$ cat src/rtl/vector_processor_defs.sv
// -----------------------------------------------------------------------------
// vector_processor_defs
// Shared types for the vector processor front end: instruction field
// encodings, the sequencer FSM state type and the registered decode bundle
// passed from vec_inst_decode to vec_seq_controller.
// -----------------------------------------------------------------------------
package vector_processor_defs;

    // Major opcodes (vec_inst[6:0]).
    typedef enum logic [6:0] {
        V_LOAD  = 7'b0000111,
        V_ARITH = 7'b1010111
    } v_opcode_e;

    // func3 field (vec_inst[14:12]) of V_ARITH; CONF selects vset{i}vl{i}.
    typedef enum logic [2:0] {
        OPIVV = 3'b000,
        OPFVV = 3'b001,
        OPMVV = 3'b010,
        OPIVI = 3'b011,
        OPIVX = 3'b100,
        OPFVF = 3'b101,
        OPMVX = 3'b110,
        CONF  = 3'b111
    } v_func3_e;

    // Load addressing mode (vec_inst[27:26]).
    typedef enum logic [1:0] {
        MOP_UNIT    = 2'b00,
        MOP_IDX_UNO = 2'b01,
        MOP_STRIDE  = 2'b10,
        MOP_IDX_ORD = 2'b11
    } v_mop_e;

    // Sequencer FSM states.
    typedef enum logic [2:0] {
        IDLE     = 3'd0,
        CONFIG   = 3'd1,
        EXEC     = 3'd2,
        MEM_WAIT = 3'd3,
        DONE     = 3'd4
    } vseq_state_e;

    // Operand mux 1 selection used by loads (memory data path).
    localparam logic [1:0] MUX1_MEM = 2'b01;

    // Decode outputs, registered as a group on instruction acceptance.
    typedef struct packed {
        logic       vl_sel;
        logic       vtype_sel;
        logic       rs1_sel;
        logic       rs1rd_de;
        logic       lumop_sel;
        logic       mask_operation;
        logic       mask_wr_en;
        logic [1:0] data_mux1_sel;
        logic       data_mux2_sel;
        logic       stride_sel;
        logic       ld_inst;
    } vdec_t;

endpackage

$ cat src/rtl/vec_inst_decode.sv
// -----------------------------------------------------------------------------
// vec_inst_decode
// Purely combinational decode of a vector instruction word.
//   inst_i    : instruction word from the scalar core
//   dec_o     : decode bundle (registered by the sequencer on acceptance)
//   is_conf_o : vsetvli / vsetivli / vsetvl
//   is_vec_o  : beat-sequenced instruction (arithmetic or load)
//   is_load_o : vector load
// Config selects: vsetivli takes vl and vtype from immediates (vl_sel =
// vtype_sel = 1); vsetvli takes vtype from the immediate (vtype_sel = 1);
// vsetvl takes vtype from rs2 (vtype_sel = 0).
// -----------------------------------------------------------------------------
module vec_inst_decode
    import vector_processor_defs::*;
#(
    parameter int unsigned XLEN = 32
) (
    input  logic [XLEN-1:0] inst_i,
    output vdec_t           dec_o,
    output logic            is_conf_o,
    output logic            is_vec_o,
    output logic            is_load_o
);

    logic [6:0] opcode;
    logic [2:0] func3;
    logic [1:0] mop;
    logic       rs1_rd_zero;
    logic       unused_inst_bits;

    assign opcode      = inst_i[6:0];
    assign func3       = inst_i[14:12];
    assign mop         = inst_i[27:26];
    assign rs1_rd_zero = (inst_i[19:15] == 5'd0) && (inst_i[11:7] == 5'd0);

    // Remaining instruction bits carry operands handled downstream.
    assign unused_inst_bits = ^inst_i;

    always_comb begin
        dec_o     = '0;
        is_conf_o = 1'b0;
        is_vec_o  = 1'b0;
        is_load_o = 1'b0;

        if (opcode == V_ARITH) begin
            if (func3 == CONF) begin
                is_conf_o = 1'b1;
                if (inst_i[31:30] == 2'b11) begin
                    // vsetivli
                    dec_o.vl_sel    = 1'b1;
                    dec_o.vtype_sel = 1'b1;
                    dec_o.rs1rd_de  = 1'b1;
                    dec_o.rs1_sel   = 1'b0;
                end else begin
                    // vsetvli (bit 31 clear) or vsetvl (bits 31:30 = 10)
                    dec_o.vtype_sel = ~inst_i[31];
                    dec_o.rs1_sel   = rs1_rd_zero;
                    dec_o.rs1rd_de  = ~rs1_rd_zero;
                end
            end else begin
                is_vec_o = 1'b1;
            end
        end else if (opcode == V_LOAD) begin
            is_vec_o            = 1'b1;
            is_load_o           = 1'b1;
            dec_o.ld_inst       = 1'b1;
            dec_o.data_mux1_sel = MUX1_MEM;
            case (mop)
                MOP_UNIT: begin
                    dec_o.stride_sel    = 1'b1;
                    dec_o.lumop_sel     = 1'b1;
                    dec_o.data_mux2_sel = 1'b1;
                end
                MOP_STRIDE: begin
                    dec_o.vtype_sel     = 1'b0;
                    dec_o.lumop_sel     = 1'b0;
                    dec_o.data_mux2_sel = 1'b1;
                end
                default: begin
                    dec_o.data_mux2_sel = 1'b0;
                end
            endcase
        end
    end

endmodule

$ cat src/rtl/vec_seq_controller.sv
// -----------------------------------------------------------------------------
// vec_seq_controller
// Accepts vector instructions from the scalar core and sequences them in
// beats of LANES elements.
//   clk, reset      : clock, asynchronous active-low reset
//   vec_inst        : instruction word, qualified by inst_valid
//   inst_ready      : high only in IDLE (and not in reset)
//   csr_vl          : current vl, sampled once at acceptance
//   lsu_ack         : LSU finished the outstanding load beat (MEM_WAIT only)
//   csrwr_en        : one-cycle CSR write for vset* instructions
//   vl_sel .. ld_inst : decode outputs, held from acceptance until the next
//                       acceptance
//   vec_reg_wr_en   : per-beat register-file write strobe
//   lsu_req         : one-cycle LSU beat request
//   beat_idx        : beat currently being processed
//   busy, inst_done : in-flight flag and one-cycle completion pulse
// -----------------------------------------------------------------------------
module vec_seq_controller
    import vector_processor_defs::*;
#(
    parameter  int unsigned XLEN   = 32,
    parameter  int unsigned LANES  = 4,
    parameter  int unsigned MAX_VL = 64,
    localparam int unsigned VL_W   = $clog2(MAX_VL) + 1,
    localparam int unsigned BEAT_W = $clog2(MAX_VL / LANES) + 1
) (
    input  logic              clk,
    input  logic              reset,
    input  logic [XLEN-1:0]   vec_inst,
    input  logic              inst_valid,
    output logic              inst_ready,
    input  logic [VL_W-1:0]   csr_vl,
    input  logic              lsu_ack,
    output logic              csrwr_en,
    output logic              vl_sel,
    output logic              vtype_sel,
    output logic              rs1_sel,
    output logic              rs1rd_de,
    output logic              lumop_sel,
    output logic              vec_reg_wr_en,
    output logic              mask_operation,
    output logic              mask_wr_en,
    output logic [1:0]        data_mux1_sel,
    output logic              data_mux2_sel,
    output logic              stride_sel,
    output logic              ld_inst,
    output logic              lsu_req,
    output logic [BEAT_W-1:0] beat_idx,
    output logic              busy,
    output logic              inst_done
);

    localparam int unsigned RND_W = VL_W + 1;

    vseq_state_e       state_q, state_d;
    logic [BEAT_W-1:0] beat_idx_q, beat_idx_d;
    logic [BEAT_W-1:0] beats_q, beats_d;
    vdec_t             dec_q, dec_d;
    logic              is_load_q, is_load_d;

    vdec_t             dec_new;
    logic              new_conf;
    logic              new_vec;
    logic              new_load;

    logic              accept;
    logic              last_beat;
    logic [VL_W-1:0]   vl_clamped;
    logic [RND_W-1:0]  vl_round;
    logic [BEAT_W-1:0] beats_new;

    vec_inst_decode #(
        .XLEN(XLEN)
    ) u_decode (
        .inst_i    (vec_inst),
        .dec_o     (dec_new),
        .is_conf_o (new_conf),
        .is_vec_o  (new_vec),
        .is_load_o (new_load)
    );

    // vl above MAX_VL is illegal; clamping keeps the beat count inside BEAT_W.
    always_comb begin
        vl_clamped = (csr_vl > VL_W'(MAX_VL)) ? VL_W'(MAX_VL) : csr_vl;
        vl_round   = {1'b0, vl_clamped} + RND_W'(LANES - 1);
        beats_new  = BEAT_W'(vl_round / RND_W'(LANES));
    end

    assign inst_ready = (state_q == IDLE) && reset;
    assign accept     = inst_valid && inst_ready;
    assign busy       = (state_q != IDLE);
    assign last_beat  = (beat_idx_q == beats_q - BEAT_W'(1));

    always_comb begin
        state_d       = state_q;
        beat_idx_d    = beat_idx_q;
        beats_d       = beats_q;
        dec_d         = dec_q;
        is_load_d     = is_load_q;
        csrwr_en      = 1'b0;
        vec_reg_wr_en = 1'b0;
        lsu_req       = 1'b0;
        inst_done     = 1'b0;

        unique case (state_q)
            IDLE: begin
                if (accept) begin
                    dec_d      = dec_new;
                    is_load_d  = new_load;
                    beats_d    = beats_new;
                    beat_idx_d = '0;
                    if (new_conf) begin
                        state_d = CONFIG;
                    end else if (new_vec && (csr_vl != '0)) begin
                        state_d = EXEC;
                    end else begin
                        state_d = DONE;
                    end
                end
            end
            CONFIG: begin
                csrwr_en = 1'b1;
                state_d  = DONE;
            end
            EXEC: begin
                if (is_load_q) begin
                    lsu_req = 1'b1;
                    state_d = MEM_WAIT;
                end else begin
                    vec_reg_wr_en = 1'b1;
                    if (last_beat) begin
                        state_d = DONE;
                    end else begin
                        beat_idx_d = beat_idx_q + BEAT_W'(1);
                    end
                end
            end
            MEM_WAIT: begin
                // lsu_ack is combinational here so an ack arriving in the
                // same cycle MEM_WAIT is entered is taken immediately.
                if (lsu_ack) begin
                    vec_reg_wr_en = 1'b1;
                    beat_idx_d    = beat_idx_q + BEAT_W'(1);
                    state_d       = last_beat ? DONE : EXEC;
                end
            end
            DONE: begin
                inst_done = 1'b1;
                state_d   = IDLE;
            end
            default: begin
                state_d = IDLE;
            end
        endcase
    end

    always_ff @(posedge clk or negedge reset) begin
        if (!reset) begin
            state_q    <= IDLE;
            beat_idx_q <= '0;
            beats_q    <= '0;
            dec_q      <= '0;
            is_load_q  <= 1'b0;
        end else begin
            state_q    <= state_d;
            beat_idx_q <= beat_idx_d;
            beats_q    <= beats_d;
            dec_q      <= dec_d;
            is_load_q  <= is_load_d;
        end
    end

    assign beat_idx       = beat_idx_q;
    assign vl_sel         = dec_q.vl_sel;
    assign vtype_sel      = dec_q.vtype_sel;
    assign rs1_sel        = dec_q.rs1_sel;
    assign rs1rd_de       = dec_q.rs1rd_de;
    assign lumop_sel      = dec_q.lumop_sel;
    assign mask_operation = dec_q.mask_operation;
    assign mask_wr_en     = dec_q.mask_wr_en;
    assign data_mux1_sel  = dec_q.data_mux1_sel;
    assign data_mux2_sel  = dec_q.data_mux2_sel;
    assign stride_sel     = dec_q.stride_sel;
    assign ld_inst        = dec_q.ld_inst;

endmodule
$ cat config.mk
export PLATFORM = sky130hd
export DESIGN_NAME = vec_seq_controller
export DESIGN_NICKNAME = d
export VERILOG_FILES = /design/src/rtl/vector_processor_defs.sv /design/src/rtl/vec_inst_decode.sv /design/src/rtl/vec_seq_controller.sv
export SDC_FILE = /design/constraint.sdc
export NUM_CORES = 1
export LEC_CHECK = 0
export ABC_AREA = 1
export BUFFER_PORTS_ARGS = -buffer_cell sky130_fd_sc_hd__buf_4
export CAP_MARGIN = 20
export CORE_UTILIZATION = 30
export CTS_CLUSTER_DIAMETER = 60
export CTS_CLUSTER_SIZE = 14
export DETAILED_ROUTE_END_ITERATION = 10
export GPL_ROUTABILITY_DRIVEN = 0
export HOLD_SLACK_MARGIN = 0.02
export PLACE_DENSITY = 0.63
export SETUP_SLACK_MARGIN = 0.02
export SYNTH_ARGS = -nofsm -noshare
export SYNTH_HDL_FRONTEND = slang
export SYNTH_HIERARCHICAL = 1
export SYNTH_SLANG_ARGS = --single-unit
$ cat constraint.sdc
create_clock -name clk -period 2.1 [get_ports clk]
set_input_delay 0.21 -clock clk [delete_from_list [all_inputs] [get_ports clk]]
set_output_delay 0.21 -clock clk [all_outputs]
set_load 0.02 [all_outputs]
; ---- Word level (Yosys, flattened, before mapping)
; Index checks and enable logic that the tools add are counted.
[op_classes]
magnitude_cmp = 1
reduce_logical = 15
eq_ne = 15
n_addsub = 3
muxes = 39
bitwise_logic = 2
[op_table]
columns = op, n
row1 = $mux W5, 5
row2 = $mux W3, 8
row3 = $mux W1, 19
row4 = $pmux W5 S3, 1
row5 = $pmux W3 S4, 1
row6 = $logic_not A5 Y1, 2
row7 = $mux W4, 2
row8 = $ne A2 B2 Y1 const B, 4
row9 = $add A7 B2 Y7 const B, 1
row10 = $eq A7 B3 Y1 const B, 1
row11 = $eq A7 B7 Y1 const B, 1
row12 = $gt A7 B7 Y1 const B, 1
row13 = $mux W7, 1
row14 = $reduce_bool A7 Y1, 1
row15 = $eq A3 B2 Y1 const B, 2
row16 = $eq A3 B3 Y1 const B, 2
row17 = $reduce_bool A3 Y1, 2
row18 = $add A5 B1 Y5 const B, 1
row19 = $eq A5 B5 Y1, 1
row20 = $reduce_and A5 Y1, 1
row21 = $sub A5 B1 Y5 const B, 1
row22 = $eq A2 B2 Y1 const B, 2
row23 = $logic_and A1 B1 Y1, 4
row24 = $eq A3 B1 Y1 const B, 1
row25 = other kinds (9), 10
[word_totals]
wordCells = 88
inputBits = 43
output_inout_bits = 23
reg_bits = 24

; ---- Longest topological paths before layout
; Gate-level depths: netlist of run 1.
[depth]
word_depth = 8
depth_mapped = 12
depth_no_buf = 12

; ---- By module
; The synthesis of run 1 kept the hierarchy.
[by_module_without_submodules]
columns = mod, area_each_um2, seq_area_each_um2, cells_per_inst, instances
row1 = vec_seq_controller, 1527.7, 650.6, 220, 1
row2 = vec_inst_decode, 241.5, 0.0, 51, 1

; ---- Worst setup path before layout of run 1
; OpenSTA, ideal clock, no wires.
[synth_path]
path_type = register to register
start = reg beats_q[0]
end = reg beat_idx_q[3] (netlist: beat_idx[3])
arrival_ns = 1.523
slack_ns = 0.510
t_required_ns = 2.034
stages_incl_launch_ff = 12
synth_period_minus_slack_ns = 1.590
n_path_buf = 0
setup_time_ns = 0.066
cell_sequence = dfrtp_1 > inv_1 > ha_1 > nand2_1 > nand2_1 > nor2_1 > nand2_1 > nor2_1 > nand3_1 > nand3_4 > nand2_1 > nand2_1
[synth_between]
elab_chain_len = 4
[synth_lines]
columns = item, line_no
row1 = from (decl), vec_seq_controller.sv:57  ; logic [BEAT_W-1:0] beats_q, beats_d;
row2 = from (signal assigned), vec_seq_controller.sv:167  ; beats_q <= beats_d;
row3 = $sub A5 B1 Y5, vec_seq_controller.sv:92  ; assign last_beat = (beat_idx_q == beats_q - BEAT_W'(1));
row4 = $eq A5 B5 Y1, vec_seq_controller.sv:92
row5 = $ne A2 B2 Y1 (no source line), -
row6 = $reduce_and A5 Y1 (no source line), -
row7 = to (signal assigned), vec_seq_controller.sv:166  ; beat_idx_q <= beat_idx_d;
row8 = to (decl), vec_seq_controller.sv:56  ; logic [BEAT_W-1:0] beat_idx_q, beat_idx_d;
; Every way passes these cells.
; A chain may end at the register's enable or synchronous reset.

; ---- Worst setup path in the final report of run 1
[layout_path]
start = reg beats_q[0]
end = reg state_q[1]
[layout_between]
elab_chain_len = 5
elab_cells_between_ends = 7
cone_classes = 1 x add/sub / 2 x eq/ne / 3 x mux / 1 x reduce/logical
[layout_lines]
columns = item, line_no
row1 = $sub A5 B1 Y5 (*), vec_seq_controller.sv:92
row2 = $eq A5 B5 Y1 (*), vec_seq_controller.sv:92
row3 = $mux W3, vec_seq_controller.sv:144  ; state_d = last_beat ? DONE : EXEC;
row4 = $mux W3, vec_seq_controller.sv:141  ; if (lsu_ack) begin
row5 = $pmux W3 S4, vec_seq_controller.sv:105  ; unique case (state_q)
row6 = to (signal assigned), vec_seq_controller.sv:165  ; state_q <= state_d;
row7 = to (decl), vec_seq_controller.sv:55  ; vseq_state_e state_q, state_d;
; Mark *: on every way between the ends. The rest lies on a longest branch, timed or not. The select of a mux whose other input is x is not followed.

==> summary.md, run 1 <==
| Metric | Value |
|---|---|
| Post-Syn Instances | 271 |
| Hold WS | 0.176 ns |
| RSZ-0062 raised after global routing | false |
| Initial antenna violation count | 0 |
| Min Tclk post-route | ~1.8 ns |
| Yosys top cell area share | 0.368 |
| DRC errors left | 0 |
| Met3 wire len | 310 microns |
| Total CTS buffers | 3 |
| Endpoint, Worst Hold | data_mux2_sel |
| Top-level port count | 66 |
| Reg-to-reg endpoint | state_q[1] |
| NumNets Final | 374 |
| DP HPWL | approximately 3.3 mm |
| Fin util | 0.417 |
| Area leader, netlist | dfrtp_1 |
| Dpl cells | 395 |
| Die ar. | 6210 sq um |
| Area Growth Syn to Fin | 32.1% |
| Final ANT Viol Nets | 0 |
| PD cells | approximately 800 nW/um^2 |
| Reg2reg setup slack | about 0.26 ns |
| Clock skew | 0.00443 ns |
| Ys Warns | 6 |
| H-tree depth | 1 |
| Met2 WL | 2.11 mm |
| Die width | between 70 and 80 microns |
| Sequential cell area fraction in the yosys report | 0.368 |
| Die Height | 78.8 microns |
| Area contributors post-synth | dfrtp_1 (37%), nand2_1 (22%), inv_1 (8.9%) |
| Most frequent cells in the layout | nand2_1 (102), buf_4 (59), inv_1 (42) |
| Avg Cell Area, Syn | 6.53 sq um |
| Post-CTS Setup Bufs | 0 |
| Setup WS pre-CTS | about 0.23 ns |
| Vias in the first global route | 1736 |
| Worst hold start | vec_inst[26] |
| Layout cells sized above 1 | 0.238 |
| Post-synth cell types | 30 |
| Status | complete, no violations |
| Count of input and output buffers | 57 |
| Count of final hold-check violations | 0 |
| Reg clk slew, reported paths | 0.10 ns |
| Pleak | around 1.4 nW |
| GRT overflow | 0 |
| Setup ws final | about 0.26 ns |
| CTS Buffer Depth | 2 |
| First DRT Iteration DRCs | 119 |
| Kind of critical path | reg2reg |
| Clock sink total | 26 |
| Total global-route track usage | 0.153 |
| Post-synthesis mux area share | 0 |
| Wire length on met1 | 1.83 mm |
| Synth Cell Area | 1770 sq um |
| Highest metal used | met4 |
| Power Total | 1.88 mW |
| Worst hold stages | 4 |
| CTS tree | done |
| Final instance area | around 2300 sq um |
| FF-to-FF path depth | 12 |
| Max_cap viols | 0 |
| Cell Count, Final, Fillers Out | 400 |
| DP Area | between 2000 and 2500 sq um |
| Final Slew Violations | 0 |
| Worst-Skew Late Latency | 0.28 ns |
| Synth Area in Simple Gates | 0.448 |
| Critical path startpoint | beats_q[0] |
| Row count | 27 |
| Largest net degree at the start of global routing | 27 |
| Worst VDD drop | 348 uV |
| Core Region | roughly 5600 sq um |
| Synth Area in XOR/XNOR | 0.00990 |
| First-pass GRT wire length | 7.53 mm |
| Nature of the critical path endpoint | flop |
| Clock root cell | clkbuf_8 |
| Achievable clock frequency | 544 MHz |
| R2R Path Start | beats_q[0] |
| 1st-pass router iterations | 4 |
| Ant. Diodes | 0 |
| Initial core utilization | 0.315 |
| TNS Setup | 0 ns |
| Worst-path fanout max | 4 |
| Adder-cell share of the synthesized area | 0.0141 |
| Routed wire per std cell | 10.6 microns |
| Vias per cell | 4.46 |
| Largest family of logic cells by synthesized area | simple AND/OR/NAND/NOR gates |
| Drt total wl | 4.26 mm |
| Period utilization | 0.875 |
| Worst Setup Start Kind | flop |
| Register bit total from synthesis | 26 |
| Most common cell after layout, fill and taps aside | nand2_1 |
| Critical Path RT | approximately 2.3 ns |
| Final setup vio count | 0 |
| Synth Area in Compound Gates | 0.0318 |
| Data arrival time of the worst path | 2.00 ns |
| Via count | 1785 |
| Hold Crit Class | in2reg |
## repair_timing
action / in CTS / in global routing
endpoints found under the hold margin: 26 / 0
endpoints found under the setup margin: 0 / 3
resized for setup: 0 / 1
hold buffers: 1 / 0
## final cells by class
cell class	count	area, sq um
repair buffers	60	453
inverters	44	165
multi-input cells	194	907
fillers	610	3270
clock inverters	1	30.0
clock buffers	3	41.3
well taps	72	90.1
flip-flops and latches	26	651
## synthesized netlist by cell type
cell type  instances
nand4_1            6
or2_2              1
nand3_1           18
inv_1             42
a22oi_1            1
clkbuf_1           1
nand3_2            1
nand2_4            1
conb_1             1
nor2_1            34
nor2_2             3
nor2_4             1
xor2_1             2
nor3_1             3
a21oi_1            1
o21bai_1           1
buf_2              2
o22ai_1            1
nor3_4             1
nand3b_1           1
buf_4              6
ha_1               2
o21ai_0            6
nor3b_1            1
inv_2              2
dfrtp_1           26
nand3_4            1
nor2_8             1
nand2_2            2
nand2_1          102
## worst max path at each step
stage | to | slack [ns]
floorplan | beat_idx[3] | 0.51
global placement | beat_idx[2] | 0.30
detailed placement | beat_idx[1] | 0.23
CTS | beat_idx[1] | 0.22
global route | state_q[1] | 0.06
finish | state_q[1] | 0.26
## state kept, by name, indices dropped and copies added (netlist names)
register	count
stride_sel	1
data_mux1_sel	2
is_load_q	1
state_q	3
ld_inst	1
rs1rd_de	1
vtype_sel	1
beat_idx	5
vl_sel	1
beats_q	5
mask_wr_en	1
rs1_sel	1
data_mux2_sel	1
mask_operation	1
lumop_sel	1
## where the power goes
part / switching (mW) / internal (mW)
registers: 0.0513 / 0.583
logic: 0.504 / 0.310
clock network: 0.173 / 0.255
## critical path, cell delays in order, from the launching register on
cell and delay [ns]:
dfrtp_1 0.41, inv_1 0.13, ha_1 0.22, inv_1 0.06, nand2_1 0.07, nand2_1 0.05
nand2_1 0.05, nand2_1 0.06, nor2_1 0.22, nand2_1 0.12, nand2_1 0.12, nand2_1 0.06
o21bai_1 0.15
## routing by layer
layer  vias up  global-route usage
met3         2              0.0448
li1        925                   -
met5         -                   0
met1       804               0.183
met4         0              0.0259
met2        54               0.271
## cells by family (layout without fill, tap and decap cells)
logic type,after synthesis,after routing
buffers and inverters,53,108
other,1,3
adder cells (fa/ha/maj),2,2
flip-flops,26,26
XOR/XNOR,2,2
AO/OA/AOI/OAI,10,10
AND/OR/NAND/NOR,177,177
No activity file was read; power rests on OpenSTA's default activity.
==> run 2: changes to the inputs <==
- RECOVER_POWER: default -> 50
==> run 2 against run 1 <==
  * Routed wire length down 0.33%
  * Critical endpoint is now vec_reg_wr_en
  * Power down 1.4%
  * Register-to-register slack about the same
  * Via count about the same
  * Sequential cell count unchanged
  * Combinational power down 3.2%
  * First-iteration DRC count down 6.7%
  * Sequential power about the same
==> summary.md, run 2 (same netlist as run 1, synthesis figures left out) <==
| Metric | Value |
|---|---|
| Worst-Skew Late Latency | 0.28 ns (about the same) |
| Data arrival time of the worst path | 1.65 ns (-0.35 ns) |
| Die width | 78.8 microns (unchanged) |
| Ant. Diodes | 0 (unchanged) |
| Met3 usage | 0.0448 (unchanged) |
| Reg-to-reg endpoint | state_q[1] |
| Min Tclk post-route | 1.86 ns (+0.0269 ns) |
| Worst Path Buf+Inv | 3 (+1) |
| Core Region | 5610 sq um (unchanged) |
| 1st-pass router iterations | 4 (unchanged) |
| Switching pwr | 0.728 mW (about the same) |
| Routed wire per std cell | 10.6 microns (-0.33%) |
| Top-level port count | 66 (unchanged) |
| TNS Setup | 0 ns (unchanged) |
| DP HPWL | 3.34 mm (unchanged) |
| Met1 usage | 0.183 (unchanged) |
| Layout cells sized above 1 | 0.201 (-0.0366) |
| Comb power frac | 0.426 (-0.008) |
| Worst hold stages | 4 (unchanged) |
| Hold Crit Class | in2reg |
| Hold WS | 0.176 ns (-0.000708 ns) |
| M2 GR Usage | 0.271 (unchanged) |
| Clock share of power | 0.232 (+0.004) |
| Post-CTS Setup Bufs | 0 (unchanged) |
| Count of input and output buffers | 57 (unchanged) |
| Vias per cell | 4.46 (about the same) |
| Via count | 1784 (-0.056%) |
| Worst Setup Start Kind | flop |
| Period utilization | 0.888 (+0.0128) |
| Clock skew | 0.00472 ns (+0.000285 ns) |
| Critical Path RT | 1.89 ns (-0.37 ns) |
| Largest net degree at the start of global routing | 27 (unchanged) |
| Vias in the first global route | 1736 (unchanged) |
| Setup ws final | 0.235 ns (-0.0269 ns) |
| R2R Path Start | beats_q[0] |
| Sw Share | 0.394 (+0.00555) |
| Status | complete, no violations |
| Internal Power | 1.12 mW (-2.3%) |
| Initial core utilization | 0.315 (unchanged) |
| Row count | 27 (unchanged) |
| Grt peak-use layer | met2 |
| Endpoint, Worst Hold | data_mux2_sel |
| PD cells | 808 nW/um^2 (+0.66%) |
| Total global-route track usage | 0.153 (unchanged) |
| Crit path largest cell delay | 0.40 ns (about the same) |
| Die ar. | 6210 sq um (unchanged) |
| Drt total wl | 4.25 mm (-0.33%) |
| Max_cap viols | 0 (unchanged) |
| Achievable clock frequency | 536 MHz (-1.4%) |
| Final ANT Viol Nets | 0 (unchanged) |
| First-pass GRT wire length | 7.53 mm (unchanged) |
| H-tree depth | 1 (unchanged) |
| Critical path's top delay family | flip-flops |
| Initial antenna violation count | 0 (unchanged) |
| FF-to-FF path depth | 12 (unchanged) |
| Final setup vio count | 0 (unchanged) |
| RSZ-0062 raised after global routing | false |
| DRC errors left | 0 (unchanged) |
| Total CTS buffers | 3 (unchanged) |
| Relative slew slack | 0.546 |
| Count of final hold-check violations | 0 (unchanged) |
| CTS Buffer Depth | 2 (unchanged) |
| Nature of the critical path endpoint | output port |
| Worst-path fanout max | 7 (+3) |
| Final Slew Violations | 0 (unchanged) |
| GRT overflow | 0 (unchanged) |
| Fin util | 0.408 (-0.00848) |
| Clock sink total | 26 (unchanged) |
| Critical path startpoint | state_q[2] |
| Die Height | 78.8 microns (unchanged) |
| Critical-path top delay cell | dfrtp_1 |
| First DRT Iteration DRCs | 111 (-6.7%) |
| Pleak | 1.34 nW (-3.6%) |
| CTS tree | done |
| Cell chain of the critical path | inv_2, nand2_2, nor2_1, inv_1, o21ai_0, buf_4 |
| Clock root cell | clkbuf_8 |
| Share of power burned in registers | 0.342 (+0.004) |
| Kind of critical path | reg2out |
| Slew of the pin with the lowest slew margin | between 0.6 and 0.7 ns |
| Setup WS pre-CTS | 0.233 ns (unchanged) |
| Most frequent cells in the layout | nand2_1 (102), buf_4 (46), inv_1 (42) |
| Most common cell after layout, fill and taps aside | nand2_1 |
| Worst VDD drop | 301 uV (-14%) |
| Power Total | 1.85 mW (-1.4%) |
| Area Growth Syn to Fin | 29.4% |
| Worst hold start | vec_inst[26] |
| NumNets Final | 374 (unchanged) |
| Reg2reg setup slack | 0.26 ns (about the same) |
| Reg clk slew, reported paths | 0.10 ns (about the same) |
-- run 2: cell type report --
type / count / area, sq um
Fill cell: 620 / 3320
Multi-Input combinational cell: 194 / 907
Sequential cell: 26 / 651
Timing Repair Buffer: 60 / 405
Inverter: 44 / 165
Tap cell: 72 / 90.1
Clock buffer: 3 / 41.3
Clock inverter: 1 / 30.0
-- run 2: what timing repair did --
action,in CTS,in global routing
gates resized for setup,0,1
setup endpoints to repair,0,3
hold buffers,1,0
endpoints found under the hold margin,26,0
-- run 2: how the worst max path moves through the flow --
stage	to	cells past startpoint
floorplan	beat_idx[3]	11
global placement	beat_idx[2]	12
detailed placement	beat_idx[1]	12
CTS	beat_idx[1]	12
global route	state_q[1]	12
finish	vec_reg_wr_en	6
-- run 2: power groups by stage --
stage	combinational (mW)	clock, mW	sequential, mW
after CTS	0.823	0.442	0.636
final	0.789	0.429	0.633
after global routing	0.896	0.460	0.645
after detailed placement	0.820	0	0.643
after floorplan	0.526	0	0.675
after global placement	0.806	0	0.643
-- run 2: through the flow --
stage | cell area [sq um] | cells
after floorplan | 1780 | 273
after global placement | 2250 | 395
after detailed placement | 2250 | 395
after CTS | 2330 | 400
after global routing | 2290 | 400
final | 2290 | 400
-- run 2: worst register-to-register path: cells and delay by family (launching register included) --
family                     cells  cell delay [ns]
and+or+nand+nor                8             0.75
AOI/OAI and AO/OA              1             0.15
buffers and inverters          2             0.19
DFF                            1             0.41
adders and majority gates      1             0.22
-- run 2: layer usage --
metal  up-vias  part of all wire
met2        52              0.50
li1        926                 -
met1       804              0.43
met4         0            0.0019
met5         -                 0
met3         2             0.072
